File: src/rtl/dff_reg_arbiter.sv
// Two-requester arbiter guarding a shared 4-bit register with load/clear/preset/hold commands.
// Each transaction runs IDLE -> EXEC -> DONE; round-robin pointer resolves simultaneous requests.
module dff_reg_arbiter (
  input  logic       C,
  input  logic       R,
  input  logic       req0,
  input  logic       req1,
  input  logic [1:0] op0,
  input  logic [1:0] op1,
  input  logic [3:0] din0,
  input  logic [3:0] din1,
  output logic       gnt0,
  output logic       gnt1,
  output logic       done0,
  output logic       done1,
  output logic [3:0] Q,
  output logic       busy
);

  typedef enum logic [1:0] {
    StIdle = 2'b00,
    StExec = 2'b01,
    StDone = 2'b10
  } state_e;

  localparam logic [1:0] OpLoad   = 2'b00;
  localparam logic [1:0] OpClear  = 2'b01;
  localparam logic [1:0] OpPreset = 2'b10;
  localparam logic [1:0] OpHold   = 2'b11;

  state_e     r_state;
  state_e     w_state_nxt;
  logic       r_ptr;
  logic       r_id;
  logic [1:0] r_op;
  logic [3:0] r_din;
  logic [3:0] r_q;

  logic       w_any_req;
  logic       w_winner;
  logic [1:0] w_win_op;
  logic [3:0] w_win_din;
  logic [3:0] w_result;

  // Arbitration: a lone requester wins outright; on contention the pointer side wins.
  always_comb begin
    w_any_req = req0 | req1;
    w_winner  = (req0 & req1) ? r_ptr : req1;
    w_win_op  = w_winner ? op1 : op0;
    w_win_din = w_winner ? din1 : din0;
  end

  // Next-state logic; DONE always returns to IDLE so a held req is re-sampled one cycle later.
  always_comb begin
    w_state_nxt = r_state;
    unique case (r_state)
      StIdle:  if (w_any_req) w_state_nxt = StExec;
      StExec:  w_state_nxt = StDone;
      StDone:  w_state_nxt = StIdle;
      default: w_state_nxt = StIdle;
    endcase
  end

  // State register.
  always_ff @(posedge C or negedge R) begin
    if (!R) begin
      r_state <= StIdle;
    end else begin
      r_state <= w_state_nxt;
    end
  end

  // Capture the winner's operands once; later input changes are ignored until the next IDLE.
  always_ff @(posedge C or negedge R) begin
    if (!R) begin
      r_id  <= 1'b0;
      r_op  <= 2'b00;
      r_din <= 4'b0000;
    end else if (r_state == StIdle && w_any_req) begin
      r_id  <= w_winner;
      r_op  <= w_win_op;
      r_din <= w_win_din;
    end
  end

  // Hand priority to the other requester as the transaction retires.
  always_ff @(posedge C or negedge R) begin
    if (!R) begin
      r_ptr <= 1'b0;
    end else if (r_state == StDone) begin
      r_ptr <= ~r_id;
    end
  end

  // Command decode applied to the latched operands.
  always_comb begin
    w_result = r_q;
    unique case (r_op)
      OpLoad:   w_result = r_din;
      OpClear:  w_result = 4'b0000;
      OpPreset: w_result = 4'b1111;
      OpHold:   w_result = r_q;
      default:  w_result = r_q;
    endcase
  end

  // Shared register: only written on the edge leaving EXEC.
  always_ff @(posedge C or negedge R) begin
    if (!R) begin
      r_q <= 4'b0000;
    end else if (r_state == StExec) begin
      r_q <= w_result;
    end
  end

  // Outputs decoded from registered state only, so they are glitch-free and reset cleanly.
  always_comb begin
    busy  = (r_state != StIdle);
    gnt0  = busy && (r_id == 1'b0);
    gnt1  = busy && (r_id == 1'b1);
    done0 = (r_state == StDone) && (r_id == 1'b0);
    done1 = (r_state == StDone) && (r_id == 1'b1);
    Q     = r_q;
  end

endmodule
File: config.mk
export PLATFORM = sky130hd
export DESIGN_NAME = dff_reg_arbiter
export DESIGN_NICKNAME = d
export VERILOG_FILES = /design/src/rtl/dff_reg_arbiter.sv
export SDC_FILE = /design/constraint.sdc
export NUM_CORES = 1
export LEC_CHECK = 0
export BUFFER_PORTS_ARGS = -buffer_cell sky130_fd_sc_hd__buf_2
export CAP_MARGIN = 20
export CORE_MARGIN = 4
export CORE_UTILIZATION = 48
export DETAILED_ROUTE_END_ITERATION = 7
export GPL_TIMING_DRIVEN = 0
export PLACE_DENSITY = 0.76
export SLEW_MARGIN = 20
export SYNTH_ARGS = -nofsm -noshare
export SYNTH_HDL_FRONTEND = slang
export SYNTH_SLANG_ARGS = --single-unit
File: constraint.sdc
create_clock -name C -period 1.5 [get_ports C]
set_input_delay 0 -clock C [delete_from_list [all_inputs] [get_ports C]]
set_output_delay 0 -clock C [all_outputs]
set_load 0.01 [all_outputs]
==> results of run 1 <==
## worst max-delay path: stages, from the launching register on
cell     delay [ns]
dfrtp_1        0.46
nor2_2         0.35
and2_4         0.22
buf_6          0.14
o32ai_2        0.09
## timing repair
| item | 4_1_cts | 5_1_grt |
|---|---|---|
| endpoints found under the hold margin | 14 | 0 |
| setup buffers | 0 | 0 |
| hold buffers | 1 | 0 |
## sequential cells by signal (all words and copies together), names as in the netlist
| signal | count |
|---|---|
| r_id | 1 |
| r_ptr | 1 |
| Q | 4 |
| r_state | 2 |
| r_din | 4 |
| r_op | 2 |
## routing by layer
layer	global-route usage, %	part of all wire, %
met1	17.5	45
met2	25.1	46
met3	1.50	7.3
met4	9.68	1.4
met5	0	0
## report_power, final
| group | switching [mW] | leakage, nW | internal, mW |
|---|---|---|---|
| Clock | 0.124 | 0.0210 | 0.148 |
| Combinational | 0.542 | 0.256 | 0.445 |
| Sequential | 0.132 | 0.160 | 0.572 |
## cell usage after synthesis (all sizes together), types with 2 or more instances
cell,count,area (µm²)
a21oi,15,75.1
dfrtp,14,350
nor2,9,36.3
a31oi,6,83.8
nand3,6,30.0
o21ai,6,30.0
inv,5,18.8
buf,3,33.8
and3,2,12.5
ha,2,25.0
nor2b,2,12.5
## through the flow
stage               area, µm²  worst slack [ns]  util [%]  power (mW)
CTS                       940             0.105      62.4        1.99
detailed placement        893             0.131      59.3        1.70
finish                    940             0.112      62.4        1.96
global route              940           0.00710      62.4        2.14
global placement          893             0.166      59.3        1.68
floorplan                 758             0.281         -        1.44
## cells by family (layout without fill, tap and decap cells)
logic type | after synthesis | after routing | share of synthesized area, %
compound gates | 28 | 28 | 27.1
fa+ha+maj | 2 | 2 | 3.30
flops | 14 | 14 | 46.2
buf+inv | 8 | 36 | 6.93
simple gates | 23 | 23 | 16.5
## worst max-delay path by stage
stage                           to
after floorplan           r_din[1]
after global placement    r_din[1]
after detailed placement      r_id
after CTS                     r_id
after global routing          r_id
final                         r_id
## area by class of cell
type / instances / area (µm²) / share of cell area (%)
Timing Repair Buffer: 24 / 125 / 13.3
Sequential cell: 14 / 350 / 37.3
Clock buffer: 4 / 36.3 / 3.86
Multi-Input combinational cell: 53 / 355 / 37.8
Tap cell: 16 / 20.0 / 2.13
Buffer: 3 / 33.8 / 3.60
Inverter: 5 / 18.8 / 2.00
==> key figures, run 1 <==
Run status
  – Outcome: completed

Global route
  – First-pass GRT wire length: 2330 µm
  – Largest net degree at the start of global routing: 15
  – Tot GR Track Use: 14.8%
  – Congestion Overflow GR: 0
  – Vias in the first global route: 572
  – Initial antenna violation count: 0

Logic synthesis
  – Register area share after synthesis: 46.2%
  – Async S/R FF share, synth: 100%
  – Mean area per synthesized cell: 10.1 µm²
  – Synthesized instance count: 75
  – Syn Std Cell Area: 758 µm²
  – Yosys cell types: 18
  – Top_reg_cell synth: dfrtp_1
  – Synth Warn #: 0
  – Post-synth EDFFs: 0
  – Register bit count reported by yosys: 14
  – Syn_nets: 93

Worst setup path
  – Kind of start point of the critical path: register
  – Critical path fanouts, max: 10
  – CP arrival: 1.54 ns
  – R2R depth: 4
  – Type of the worst setup path: reg2reg
  – Reg2Reg Launch Point: r_state[1]
  – Reg2Reg Setup Slack: 0.11 ns
  – Worst setup EP type: register
  – Worst setup startpoint: r_state[1]
  – Critical Path RT: 1.65 ns
  – Worst flop-to-flop path endpoint: r_id

Floorplanning
  – Core ar.: 1510 µm²
  – Die area: 2280 µm²
  – Chip height: 47.7 µm
  – IO Count: 25
  – Cell Rows: 14
  – Starting Density: 50.3%
  – Die X: 47.7 µm

CTS
  – Htree depth: 1
  – CTS resizes: 0
  – TritonCTS buffer count: 3
  – CTS tree: done
  – Clock Latency Late Sink: 0.28 ns
  – Clk root buf: clkbuf_4
  – CTS Sinks: 14
  – CTS Buffer Depth: 2
  – Clock-pin slew of the registers on the worst-case setup and hold paths: 0.09 ns

Detailed routing
  – DR DRC count: 0
  – First-pass detailed-route iteration total: 4
  – Via Count: 610
  – Antenna-violating nets left: 0
  – Vias per cell: 5.13
  – WL/cell: 11.7 µm
  – DRT iter0 DRCs: 6
  – Final WL: 1400 µm

Timing
  – FMAX: 0.720 GHz
  – RSZ-0062 raised after global routing: false
  – Worst Max-Slew Pin Slew: 0.412 ns
  – Fin crit period: 1.39 ns
  – Total negative setup slack: 0 ns
  – Fin crit share: 92.5%
  – Fin. Hold Viols: 0
  – Clock skew: 0.00415 ns
  – Worst slew margin: 72.4%
  – Hold_ws: 0.0174 ns
  – Max-slew violation count: 0
  – # setup viols final: 0

Layout
  – Synth-to-Final Area Change: 23.9%
  – Fill cells: 133
  – Share of cells above drive strength 1: 38.8%
  – Commonest non-fill, non-tap cell in the layout: buf_2
  – Non-Filler Instances: 119
  – Ant diodes: 0
  – Final net count: 122
  – Most frequent cells in the layout: buf_2, a21oi_1, dfrtp_1

Worst hold path
  – Hold path startpoint: op0[1]
  – Hold path endpoint: r_op[1]
  – Hold depth: 3
  – Worst Hold Class: in2reg

Placement
  – GP Congestion: 0.710
  – Placed cells: 114
  – Post-DP HPWL: 1120 µm
  – IO buf count: 23

Pwr
  – Power Dens Cells: 2090 nW/µm²
  – Cell leakage power: 0.437 nW
  – Peak supply drop: 1050 µV

Run
  – MaxCap Viol Count: 0
(Power assumes the default switching activity.)
==> run 2: changes to the inputs <==
--- a/config.mk
+++ b/config.mk
@@ -8,10 +8,10 @@
 export BUFFER_PORTS_ARGS = -buffer_cell sky130_fd_sc_hd__buf_2
 export CAP_MARGIN = 20
 export CORE_MARGIN = 4
-export CORE_UTILIZATION = 48
+export CORE_UTILIZATION = 43
 export DETAILED_ROUTE_END_ITERATION = 7
 export GPL_TIMING_DRIVEN = 0
-export PLACE_DENSITY = 0.76
+export PLACE_DENSITY = 0.72
 export SLEW_MARGIN = 20
 export SYNTH_ARGS = -nofsm -noshare
 export SYNTH_HDL_FRONTEND = slang
==> constraint.sdc (replaced) <==
create_clock -name C -period 1.17 [get_ports C]
set_input_delay 0 -clock C [delete_from_list [all_inputs] [get_ports C]]
set_output_delay 0 -clock C [all_outputs]
set_load 0.01 [all_outputs]
==> key figures, run 2 (synthesis results as in run 1) <==
Run status
  – Outcome: complete, but fails checks
  – Violated checks: setup timing

Floorplanning
  – Core ar.: 1580 µm² (+4.7%)
  – Die X: 50.0 µm (+4.7%)
  – IO Count: 25 (unchanged)
  – Chip height: 50.0 µm (+4.7%)
  – Starting Density: 48.1% (-2.2 points)
  – Cell Rows: 14 (unchanged)
  – Die area: 2500 µm² (+9.6%)

CTS
  – Clk root buf: clkbuf_4
  – Clock-pin slew of the registers on the worst-case setup and hold paths: 0.08 ns (about the same)
  – TritonCTS buffer count: 3 (unchanged)
  – CTS Buffer Depth: 2 (unchanged)
  – CTS Sinks: 14 (unchanged)
  – Clock Latency Late Sink: 0.28 ns (about the same)
  – CTS tree: done
  – Htree depth: 1 (unchanged)

Worst setup path
  – Reg2Reg Setup Slack: -0.03 ns (-0.14 ns)
  – Worst setup EP type: register
  – Type of the worst setup path: reg2reg
  – Critical path fanouts, max: 8 (-2)
  – Critical Path RT: 1.38 ns (-0.27 ns)
  – R2R depth: 4 (unchanged)
  – Kind of start point of the critical path: register
  – Reg2Reg Launch Point: r_op[1]
  – Worst flop-to-flop path endpoint: Q[1]
  – CP arrival: 1.41 ns (-0.13 ns)

Timing
  – Clock skew: 0.00584 ns (+0.00169 ns)
  – RSZ-0062 raised after global routing: true
  – Worst Max-Slew Pin Slew: 0.306 ns (-0.106 ns)
  – # setup viols final: 4 (+4)
  – FMAX: 0.832 GHz (+15%)
  – Max-slew violation count: 0 (unchanged)
  – Worst slew margin: 79.4% (+7.0 points)
  – Worst setup margin: -0.0323 ns (-0.144 ns)
  – Hold_ws: 0.0199 ns (+0.00248 ns)
  – Fin. Hold Viols: 0 (unchanged)
  – Fin crit period: 1.20 ns (-0.186 ns)
  – Fin crit share: 103% (+10 points)

Global route
  – Congestion Overflow GR: 0 (unchanged)
  – Vias in the first global route: 654 (+14%)
  – Initial antenna violation count: 0 (unchanged)
  – Largest net degree at the start of global routing: 15 (unchanged)
  – Tot GR Track Use: 14.6% (-0.20 points)
  – First-pass GRT wire length: 2670 µm (+15%)

Worst hold path
  – Hold path startpoint: din0[3]
  – Hold depth: 3 (unchanged)
  – Hold path endpoint: r_din[3]
  – Worst Hold Class: in2reg

Placement
  – IO buf count: 23 (unchanged)
  – Placed cell area: 901 µm² (+0.84%)
  – Pre-CTS setup slack: -0.0849 ns (-0.216 ns)
  – GP Congestion: 0.723 (+1.9%)
  – Post-DP HPWL: 1160 µm (+3.6%)

Detailed routing
  – WL/cell: 12.5 µm (+6.5%)
  – Via Count: 638 (+4.6%)
  – DR DRC count: 0 (unchanged)
  – Antenna-violating nets left: 0 (unchanged)
  – First-pass detailed-route iteration total: 3 (-1)
  – Vias per cell: 5.27 (+2.9%)
  – DRT iter0 DRCs: 11 (+5)
  – Final WL: 1510 µm (+8.3%)

Pwr
  – Peak supply drop: 1480 µV (+41%)
  – Cell leakage power: 0.444 nW (+1.7%)
  – Final Total Pwr: 2.71 mW (+38%)
  – Power Dens Cells: 2750 nW/µm² (+32%)

Layout
  – Ant diodes: 0 (unchanged)
  – Fin area: 983 µm² (+4.7%)
  – Synth-to-Final Area Change: 29.7%
  – Commonest non-fill, non-tap cell in the layout: buf_2
  – Final Util: 62.4% (about the same)
  – Most frequent cells in the layout: buf_2, a21oi_1, dfrtp_1
  – Final net count: 125 (+2.5%)
  – Share of cells above drive strength 1: 46.7% (+7.8 points)

Run
  – MaxCap Viol Count: 0 (unchanged)
[run 2: layout make-up]
class | instances | area, µm²
fillers | 131 | 593
multi-input cells | 53 | 387
flip-flops and latches | 14 | 352
repair buffers | 28 | 161
clock buffers | 3 | 22.5
plain buffers | 2 | 22.5
well taps | 16 | 20.0
inverters | 5 | 18.8
[run 2: power breakdown]
group	leakage (nW)	total, mW	switching [mW]	internal [mW]
sequential	0.159	0.942	0.205	0.737
combinational	0.272	1.50	0.754	0.750
clock	0.0138	0.261	0.142	0.119
total	0.444	2.71	1.10	1.61
[run 2: per-stage QoR]
stage	cells	setup TNS, ns
floorplan	75	0
global placement	114	-0.610
detailed placement	114	-0.815
CTS	122	-0.173
global route	121	-1.04
finish	121	-0.109
[run 2: worst max-delay path, stage by stage, from the launching register on]
cell and delay (ns):
dfrtp_1 0.43, ha_2 0.21, nor3b_4 0.30, nor2_1 0.08, a21oi_1 0.12
[run 2: routing by layer]
| layer | GRT usage (%) | up-vias | wire length [µm] |
|---|---|---|---|
| met1 | 15.9 | 282 | 663 |
| met3 | 1.81 | 4 | 97 |
| met2 | 23.3 | 25 | 680 |
| met5 | 0 | - | 0 |
| li1 | - | 327 | - |
| met4 | 15.2 | 0 | 70 |
[run 2: worst max-delay path by stage]
stage / slack [ns] / depth (start not counted) / end / from
2_1_floorplan: 0.02 / 4 / Q[0] / r_op[0]
3_3_place_gp: -0.06 / 4 / Q[0] / r_op[0]
3_5_place_dp: -0.08 / 4 / Q[1] / r_op[0]
4_1_cts: -0.04 / 4 / Q[1] / r_op[1]
5_1_grt: -0.12 / 4 / Q[1] / r_op[1]
6_report: -0.03 / 4 / Q[1] / r_op[1]
[run 2: what timing repair did]
item	4_1_cts	5_1_grt
endpoints found under the hold margin	14	0
setup buffers	4	0
hold buffers	1	0
endpoints found under the setup margin	14	16
resized for setup	5	3
pin swaps	2	5
==> run 3: changes to the inputs <==
--- a/config.mk
+++ b/config.mk
@@ -8,10 +8,10 @@
 export BUFFER_PORTS_ARGS = -buffer_cell sky130_fd_sc_hd__buf_2
 export CAP_MARGIN = 20
 export CORE_MARGIN = 4
-export CORE_UTILIZATION = 43
+export CORE_UTILIZATION = 48
 export DETAILED_ROUTE_END_ITERATION = 7
 export GPL_TIMING_DRIVEN = 0
-export PLACE_DENSITY = 0.72
+export PLACE_DENSITY = 0.76
 export SLEW_MARGIN = 20
 export SYNTH_ARGS = -nofsm -noshare
 export SYNTH_HDL_FRONTEND = slang
==> constraint.sdc (replaced) <==
create_clock -name C -period 1.3 [get_ports C]
set_input_delay 0 -clock C [delete_from_list [all_inputs] [get_ports C]]
set_output_delay 0 -clock C [all_outputs]
set_load 0.01 [all_outputs]
==> key figures, run 3 (synthesis results as in run 1) <==
Worst setup path
  – Worst setup startpoint: r_op[1]
  – Reg2Reg Setup Slack: 0.07 ns (+0.10 ns)
  – R2R depth: 5 (+1)
  – Worst flop-to-flop path endpoint: Q[2]
  – Setup crit end: Q[2]
  – Critical Path RT: 1.51 ns (+0.13 ns)
  – Kind of start point of the critical path: register
  – Type of the worst setup path: reg2reg
  – Worst setup EP type: register
  – CP arrival: 1.43 ns (+0.02 ns)
  – Critical path fanouts, max: 5 (-3)
  – Reg2Reg Launch Point: r_op[1]

Timing
  – Max-slew violation count: 0 (unchanged)
  – Fin crit share: 94.4% (-8.3 points)
  – Worst slew margin: 78.1% (-1.3 points)
  – Hold_ws: 0.0173 ns (-0.00257 ns)
  – Clock skew: 0.00370 ns (-0.00214 ns)
  – # setup viols final: 0 (-4)
  – RSZ-0062 raised after global routing: true
  – FMAX: 0.815 GHz (-2.1%)
  – Total negative setup slack: 0 ns (+0.109 ns)
  – Fin. Hold Viols: 0 (unchanged)
  – Fin crit period: 1.23 ns (+0.0254 ns)
  – Worst Max-Slew Pin Slew: 0.326 ns (+0.0195 ns)
  – Worst setup margin: 0.0723 ns (+0.105 ns)

Pwr
  – Final Total Pwr: 2.50 mW (-7.6%)
  – Peak supply drop: 1120 µV (-25%)
  – Power Dens Cells: 2500 nW/µm² (-9.2%)
  – Cell leakage power: 0.459 nW (+3.2%)

Floorplanning
  – Core ar.: 1510 µm² (-4.4%)
  – Chip height: 47.7 µm (-4.5%)
  – Starting Density: 50.3% (+2.2 points)
  – Die X: 47.7 µm (-4.5%)
  – IO Count: 25 (unchanged)
  – Cell Rows: 14 (unchanged)
  – Die area: 2280 µm² (-8.8%)

Detailed routing
  – Final WL: 1470 µm (-3.1%)
  – DRT iter0 DRCs: 7 (-4)
  – DR DRC count: 0 (unchanged)
  – Antenna-violating nets left: 0 (unchanged)
  – WL/cell: 11.9 µm (-4.7%)
  – First-pass detailed-route iteration total: 4 (+1)
  – Vias per cell: 5.02 (-4.9%)
  – Via Count: 617 (-3.3%)

CTS
  – CTS Buffer Depth: 2 (unchanged)
  – Clk root buf: clkbuf_4
  – Clock-pin slew of the registers on the worst-case setup and hold paths: 0.09 ns (about the same)
  – Clock Latency Late Sink: 0.28 ns (about the same)
  – CTS Sinks: 14 (unchanged)
  – TritonCTS buffer count: 3 (unchanged)
  – CTS tree: done
  – Htree depth: 1 (unchanged)

Global route
  – Vias in the first global route: 572 (-13%)
  – GR peak layer: met2
  – Met2 Use GR: 25.1% (+1.8 points)
  – Tot GR Track Use: 14.8% (+0.20 points)
  – Largest net degree at the start of global routing: 15 (unchanged)
  – Initial antenna violation count: 0 (unchanged)
  – Congestion Overflow GR: 0 (unchanged)
  – M3 GR Usage: 1.50% (-0.30 points)
  – First-pass GRT wire length: 2330 µm (-13%)
  – M1 GR Usage: 17.5% (+1.6 points)

Layout
  – Ant diodes: 0 (unchanged)
  – Multi-input logic area: 387 µm² (unchanged)
  – Synth-to-Final Area Change: 32.0%
  – Fill cells: 123 (-6.1%)
  – Non-Filler Instances: 123 (+1.7%)
  – Reg area: 350 µm² (-0.36%)
  – Most frequent cells in the layout: buf_2, a21oi_1, dfrtp_1
  – Final Util: 66.4% (+4.1 points)
  – Fin area: 1000 µm² (+1.8%)
  – Share of cells above drive strength 1: 44.9% (-1.8 points)
  – Commonest non-fill, non-tap cell in the layout: buf_2
  – Final net count: 126 (+0.80%)

Placement
  – Post-DP HPWL: 1120 µm (-3.5%)
  – Placed cells: 114 (unchanged)
  – IO buf count: 23 (unchanged)
  – Pre-CTS setup slack: -0.0691 ns (+0.0158 ns)
  – Placed cell area: 893 µm² (-0.83%)
  – GP Congestion: 0.710 (-1.9%)

Run status
  – Outcome: completed

Worst hold path
  – Hold depth: 3 (unchanged)
  – Worst Hold Class: in2reg

Run
  – MaxCap Viol Count: 0 (unchanged)
==> run 3: what timing repair did <==
action,4_1_cts,5_1_grt
hold buffers,1,0
pin swaps,0,2
hold endpoints to repair,14,0
endpoints found under the setup margin,14,12
buffers inserted,0,4
cloned,0,0
resized for setup,2,4
==> run 3: cell type report <==
class                      count  share of cell area [%]
buffer                         3                    3.38
clock buffer                   4                    3.62
inverter                       5                    1.88
multi-input combinational     53                    38.6
sequential                    14                    35.0
tap                           16                    2.00
timing repair buffer          28                    15.5
==> run 3: worst min-delay path by stage <==
stage | startpoint | end | slack (ns)
floorplan | R | Q[0] | -0.30
global placement | R | r_ptr | -0.10
detailed placement | R | r_ptr | -0.1
CTS | op1[1] | r_op[1] | 0.01
global route | din1[2] | r_din[2] | 0.02
finish | op0[1] | r_op[1] | 0.02
==> run 3: worst max-delay path: stages (launching register included) <==
cell,delay [ns]
dfrtp_1,0.41
buf_4,0.15
ha_4,0.23
nor2b_2,0.17
a21oi_1,0.06
a21oi_1,0.15
==> run 3: power by group <==
part / switching [mW] / internal [mW] / leakage [nW]
Combinational: 0.678 / 0.677 / 0.278
Sequential: 0.174 / 0.660 / 0.160
Clock: 0.142 / 0.170 / 0.0210
==> run 3: metal layers <==
metal | vias up | share of wire [%]
met5 | - | 0
li1 | 331 | -
met4 | 0 | 1.3
met1 | 263 | 45
met2 | 21 | 46
met3 | 2 | 7.0
